--- src/rtl/store_buffer_pkg.sv ---
// Shared types, widths and size encodings for the committed-store buffer.
// Width macros may be overridden by the including build; these are the defaults.
`ifndef ADDR_WIDTH
`define ADDR_WIDTH 32
`endif
`ifndef SIZE_WIDTH
`define SIZE_WIDTH 3
`endif
`ifndef REG_DATA_WIDTH
`define REG_DATA_WIDTH 32
`endif
`ifndef STBUF_DEPTH
`define STBUF_DEPTH 8
`endif

package store_buffer_pkg;

  localparam int ADDR_W = `ADDR_WIDTH;
  localparam int SIZE_W = `SIZE_WIDTH;
  localparam int DATA_W = `REG_DATA_WIDTH;
  localparam int NBYTES = `REG_DATA_WIDTH / 8;

  localparam logic [SIZE_W-1:0] SIZE_BYTE = SIZE_W'(1);
  localparam logic [SIZE_W-1:0] SIZE_HALF = SIZE_W'(2);
  localparam logic [SIZE_W-1:0] SIZE_WORD = SIZE_W'(4);

  typedef struct packed {
    logic [ADDR_W-1:0] addr;
    logic [SIZE_W-1:0] size;
    logic [DATA_W-1:0] data;
  } stbuf_entry_t;

  function automatic logic size_is_legal(input logic [SIZE_W-1:0] size);
    return (size == SIZE_BYTE) || (size == SIZE_HALF) || (size == SIZE_WORD);
  endfunction

endpackage

--- src/rtl/store_buffer_fwd_unit.sv ---
// Per-load-byte youngest-match selection over the store buffer entries.
// Ages are walked oldest to youngest so the last hit (the youngest) wins.
module store_buffer_fwd_unit
  import store_buffer_pkg::*;
#(
  parameter int DEPTH = 8,
  parameter int PW    = $clog2(DEPTH)
) (
  input  stbuf_entry_t      entries_i [DEPTH],
  input  logic [DEPTH-1:0]  valid_i,
  input  logic [PW-1:0]     head_idx_i,
  input  logic [ADDR_W-1:0] fwd_addr_i,
  input  logic [SIZE_W-1:0] fwd_size_i,
  output logic [DATA_W-1:0] fwd_data_o,
  output logic [NBYTES-1:0] fwd_mask_o
);

  logic [PW-1:0]     idx;
  logic [ADDR_W-1:0] byte_addr;
  logic [ADDR_W-1:0] offset;

  always_comb begin
    fwd_data_o = '0;
    fwd_mask_o = '0;
    idx        = '0;
    byte_addr  = '0;
    offset     = '0;
    for (int k = 0; k < NBYTES; k++) begin
      if (SIZE_W'(k) < fwd_size_i) begin
        byte_addr = fwd_addr_i + ADDR_W'(k);
        for (int j = 0; j < DEPTH; j++) begin
          idx    = head_idx_i + PW'(j);
          // Modular difference makes a single unsigned compare cover the range check.
          offset = byte_addr - entries_i[idx].addr;
          if (valid_i[idx] && size_is_legal(entries_i[idx].size) &&
              (offset < ADDR_W'(entries_i[idx].size))) begin
            fwd_mask_o[k]         = 1'b1;
            fwd_data_o[k*8 +: 8]  = entries_i[idx].data[{offset[1:0], 3'b000} +: 8];
          end
        end
      end
    end
  end

endmodule

--- src/rtl/store_buffer.sv ---
// Committed-store FIFO between commit and the TCM store port, with
// same-cycle store-to-load byte forwarding for stores not yet drained.
module store_buffer
  import store_buffer_pkg::*;
#(
  parameter int STBUF_DEPTH = `STBUF_DEPTH
) (
  input  logic                    clk,
  input  logic                    rst,
  input  logic                    commit_stbuf_valid,
  input  logic [ADDR_W-1:0]       commit_stbuf_addr,
  input  logic [SIZE_W-1:0]       commit_stbuf_size,
  input  logic [DATA_W-1:0]       commit_stbuf_data,
  output logic                    stbuf_commit_ready,
  output logic [ADDR_W-1:0]       stbuf_bus_write_addr,
  output logic [SIZE_W-1:0]       stbuf_bus_write_size,
  output logic [DATA_W-1:0]       stbuf_bus_data,
  output logic                    stbuf_bus_wr,
  input  logic                    bus_stbuf_write_ready,
  input  logic [ADDR_W-1:0]       lsu_stbuf_fwd_addr,
  input  logic [SIZE_W-1:0]       lsu_stbuf_fwd_size,
  output logic [DATA_W-1:0]       stbuf_lsu_fwd_data,
  output logic [NBYTES-1:0]       stbuf_lsu_fwd_mask,
  output logic                    stbuf_empty
);

  localparam int STBUF_PTR_WIDTH = $clog2(STBUF_DEPTH);
  localparam int PW = STBUF_PTR_WIDTH;

  // Handshakes: a transfer happens on a rising edge where valid and ready are
  // both high; valid never waits on ready, and payload holds while valid && !ready.
  logic [PW:0]        rptr_q, rptr_d, wptr_q, wptr_d;
  stbuf_entry_t       entries_q [STBUF_DEPTH];
  logic               full, push, pop;
  logic [PW:0]        count;
  logic [PW-1:0]      rel;
  logic [STBUF_DEPTH-1:0] valid;

  assign stbuf_empty        = (rptr_q == wptr_q);
  assign full               = (rptr_q[PW-1:0] == wptr_q[PW-1:0]) && (rptr_q[PW] != wptr_q[PW]);
  assign stbuf_commit_ready = !full;
  assign push               = commit_stbuf_valid && stbuf_commit_ready;
  assign stbuf_bus_wr       = !stbuf_empty;
  assign pop                = stbuf_bus_wr && bus_stbuf_write_ready;
  assign rptr_d             = pop  ? rptr_q + 1'b1 : rptr_q;
  assign wptr_d             = push ? wptr_q + 1'b1 : wptr_q;
  assign count              = wptr_q - rptr_q;

  assign stbuf_bus_write_addr = entries_q[rptr_q[PW-1:0]].addr;
  assign stbuf_bus_write_size = entries_q[rptr_q[PW-1:0]].size;
  assign stbuf_bus_data       = entries_q[rptr_q[PW-1:0]].data;

  always_ff @(posedge clk or posedge rst) begin
    if (rst) begin
      rptr_q <= '0;
      wptr_q <= '0;
    end else begin
      rptr_q <= rptr_d;
      wptr_q <= wptr_d;
    end
  end

  always_ff @(posedge clk) begin
    if (push) begin
      entries_q[wptr_q[PW-1:0]] <= '{addr: commit_stbuf_addr,
                                     size: commit_stbuf_size,
                                     data: commit_stbuf_data};
    end
  end

  // A slot is live when its distance from the head is below the occupancy.
  always_comb begin
    valid = '0;
    rel   = '0;
    for (int i = 0; i < STBUF_DEPTH; i++) begin
      rel      = PW'(i) - rptr_q[PW-1:0];
      valid[i] = ({1'b0, rel} < count);
    end
  end

  store_buffer_fwd_unit #(
    .DEPTH (STBUF_DEPTH),
    .PW    (PW)
  ) u_fwd (
    .entries_i  (entries_q),
    .valid_i    (valid),
    .head_idx_i (rptr_q[PW-1:0]),
    .fwd_addr_i (lsu_stbuf_fwd_addr),
    .fwd_size_i (lsu_stbuf_fwd_size),
    .fwd_data_o (stbuf_lsu_fwd_data),
    .fwd_mask_o (stbuf_lsu_fwd_mask)
  );

endmodule
--- config.mk ---
export PLATFORM = sky130hd
export DESIGN_NAME = store_buffer
export DESIGN_NICKNAME = d
export VERILOG_FILES = /design/src/rtl/store_buffer_pkg.sv /design/src/rtl/store_buffer_fwd_unit.sv /design/src/rtl/store_buffer.sv
export SDC_FILE = /design/constraint.sdc
export NUM_CORES = 2
export LEC_CHECK = 0
export CAP_MARGIN = 20
export CORE_ASPECT_RATIO = 0.5
export CORE_UTILIZATION = 30
export CTS_CLUSTER_DIAMETER = 50
export DETAILED_ROUTE_END_ITERATION = 6
export SLEW_MARGIN = 20
export SYNTH_ARGS = -nofsm -noshare
export SYNTH_HDL_FRONTEND = slang
export SYNTH_HIERARCHICAL = 1
export SYNTH_SLANG_ARGS = --single-unit
export TNS_END_PERCENT = 50
--- constraint.sdc ---
create_clock -name clk -period 18.5 [get_ports clk]
set_input_delay 2.775 -clock clk [delete_from_list [all_inputs] [get_ports clk]]
set_output_delay 2.775 -clock clk [all_outputs]
set_load 0.01 [all_outputs]
==> out/metrics.csv <==
stage;metric;value;unit
detailed_routing;Wirelength per Cell;42.05;um
floorplan;chip width;846.3;um
sta;worst rel slew slack;5.956;%
clock_network;Post-CTS Hold Fix Bufs;0;
setup_path;CP required;15.73;ns
floorplan;die footprint;358900;um2
synthesis;most frequent cell after synthesis;nand2_1;
sta;Worst-Margin Slew;1.405;ns
floorplan;initial core utilization;30.26;%
global_route;Overall Global Routing Usage;39.84;%
place;GPL Wtd Cong;1.120;
detailed_routing;Residual DRC;5;
synthesis;cell area after synthesis;106900;um2
synthesis;Yosys Warn Count;6;
setup_path;Crit path arrival time;13.67;ns
setup_path;CP Class;input pin to output pin;
synthesis;FF+latch count, synth;544;
clock_network;CTS tree;built;
global_route;total global routing overflow;0;
global_route;initial antenna violation count;153;
sta;setup_tns;0;ns
synthesis;cells after synthesis;12640;
clock_network;clock slew seen by the registers of the worst setup and hold paths;0.06;ns
layout;fraction of layout cells with a size suffix above 1;14.67;%
floorplan;CORE AREA;353400;um2
sta;Fmax;0.06081;GHz
clock_network;CTS Buffer Depth;3;
synthesis;Post-synth EDFFs;536;
synthesis;Commonest cells post-synth;1,374 x nand2_1, 1,153 x nor2_1, 1,044 x ha_1;
place;HPWL Detailed;594400;um
detailed_routing;TritonRoute pass-1 iters;7;
setup_path;Critical Path Source Type;input pin;
synthesis;sequential area share after synthesis;15.24;%
clock_network;Sink Count;544;
clock_network;post-CTS setup buffer count;0;
setup_path;CP endpoint kind;output pin;
sta;RSZ-0062 raised after global routing;no;
worst_hold_path;HP Start;wptr_q[3];
detailed_routing;drt total wl;751200;um
global_route;vias in the first global route;106400;
setup_path;reg2reg end;entries_q[51];
synthesis;post-synthesis cell type count;136;
clock_network;Post-CTS Resized;0;
layout;Final Net Count;14050;
outcome;status;complete, but fails checks;
worst_hold_path;WHS Path Cells;1;
global_route;largest net degree at the start of global routing;113;
layout;Area Growth Syn to Fin;13.37;%
worst_hold_path;worst hold path endpoint;wptr_q[3];
synthesis;Area contributors post-synth;edfxtp_1 15%, mux4_2 14%, ha_1 12%, mux2i_1 5.2%, nand2_1 4.8%;
synthesis;syn nets;13820;
place;PortBufs;211;
synthesis;FFs w/ async S/R, synth;1.471;%
detailed_routing;via-per-instance ratio;6.863;
detailed_routing;DRT antenna net count;0;
worst_hold_path;HP Class;flip-flop to flip-flop;
sta;fin crit period;16.44;ns
setup_path;Reg-to-Reg Start;rptr_q[0];
sta;Setup violations, final;0;
clock_network;clock latency at the later pin of the worst-skew pair;0.74;ns
synthesis;post-synth top area share;15.05;%
sta;Slew Viols, Final;0;
sta;crit share post-route;88.89;%
floorplan;DIE HEIGHT;424.1;um
clock_network;root buf cell;clkbuf_16;
detailed_routing;Vias;122600;
setup_path;register-to-register setup slack;12.15;ns
setup_path;Worst Reg-to-Reg Cells;10;
floorplan;FP Rows;154;
outcome;failing checks;DRC;
sta;final hold vios;0;
synthesis;most used flip-flop cell after synthesis;edfxtp_1;
synthesis;Mean Syn Cell Area;8.460;um2
synthesis;Synth area leader;edfxtp_1;
detailed_routing;DRT iter0 DRCs;20040;
sta;clock skew;0.04153;ns
floorplan;Ports;212;
job;Max Cap Violations;0;
global_route;first-pass GRT wire length;972000;um
setup_path;crit path max fanout;17;
clock_network;Num CTS Buffers;74;
layout;Filler cells;36590;
setup_path;Crit. Startpoint;lsu_stbuf_fwd_addr[2];
clock_network;# H-tree levels;3;
==> flip-flops by register name (all words and copies together), names as in the netlist <==
name       count
entries_q    536
rptr_q         4
wptr_q         4
==> routing by layer <==
layer	vias up	share of wire, %	GRT usage [%]
li1	49790	-	-
met5	-	0.14	1.338
met4	69	7.2	25.35
met3	1934	14	16.36
met1	60930	40	51.39
met2	9872	39	54.49
==> how the worst max path moves through the flow <==
stage | to | slack, ns
5_1_grt | stbuf_lsu_fwd_data[13] | 2.29
6_report | stbuf_lsu_fwd_data[13] | 2.06
3_5_place_dp | stbuf_lsu_fwd_data[13] | 2.74
3_3_place_gp | stbuf_lsu_fwd_data[18] | 2.82
2_1_floorplan | stbuf_lsu_fwd_data[5] | 6.02
4_1_cts | stbuf_lsu_fwd_data[13] | 2.71
==> layout by cell type, fill, tap and decap left out, drive strengths merged, types with 87 or more instances in the layout <==
cell type      Yosys  final
o211ai           145    145
nor2            1155   1155
nor2b            164    164
nand4            175    175
a21oi            869    869
clkdlybuf4s50      0    182
xor2             173    173
nand2           1375   1375
o21ai            944    944
o21bai           104    104
inv              429    452
nor3             283    283
xnor2            357    357
nor4             115    115
a211oi           122    122
a21o             327    327
or3               87     87
mux2             107    107
diode              0    179
a2111oi           90     90
ha              1044   1044
buf              173    520
nand3            319    319
nand2b           222    222
mux2i            558    558
o21a             201    201
mux4             674    674
a31oi            124    124
edfxtp           536    536
==> critical path: stages <==
cell	delay [ns]
buf_2	0.08
buf_4	0.56
ha_1	0.52
nand3_1	0.30
or2_2	0.43
nor2_1	0.53
nand2b_1	0.32
nor2_1	0.62
nand2_1	0.20
xnor2_2	0.98
ha_1	0.50
nor3b_1	0.19
a2111o_1	0.41
a2111oi_0	0.41
o211ai_1	0.15
a2111oi_0	0.48
nand4bb_1	0.15
a2111oi_1	0.48
o2111ai_1	0.19
nor4_1	0.52
nand4_1	0.15
or4_1	0.98
nor3_1	0.38
a2111oi_0	0.11
a21oi_1	0.49
clkdlybuf4s50_1	0.64
==> cells by family after synthesis <==
logic type,count (synthesis),share of synthesized area [%]
flip-flops,544,15.24
adder cells (fa/ha/maj),1092,12.98
XOR/XNOR,531,4.429
AO/OA/AOI/OAI,3798,23.45
buffers and inverters,986,3.763
multiplexers,1339,20.64
AND/OR/NAND/NOR,4348,19.50
==> final cells by class <==
cell class                 count  area [um2]  share of cell area, %
antenna                      179       447.9                 0.3695
clock inverter                54       450.4                 0.3716
timing repair buffer         702        5783                  4.771
clock buffer                  82        1924                  1.588
sequential                   544       16310                  13.45
inverter                     438        1649                  1.360
tap                         4758        5953                  4.911
multi-input combinational  11110       88700                  73.18
==> through the flow <==
stage                     instance area (um2)  util [%]  hold slack [ns]  cells  worst slack (ns)
after global routing                   120800     34.19           0.5524  17710             2.290
after global placement                 118200     33.45           0.5242  17540             2.818
after CTS                              120700     34.16           0.5329  17680             2.712
after detailed placement               118300     33.49           0.5229  17550             2.744
after floorplan                        106900         -           0.5004  12640             6.022
final                                  121200     34.30           0.5319  17870             2.056
Power is not shown: default switching activity piles up to over one toggle a cycle in this logic, so the estimate is an artifact.
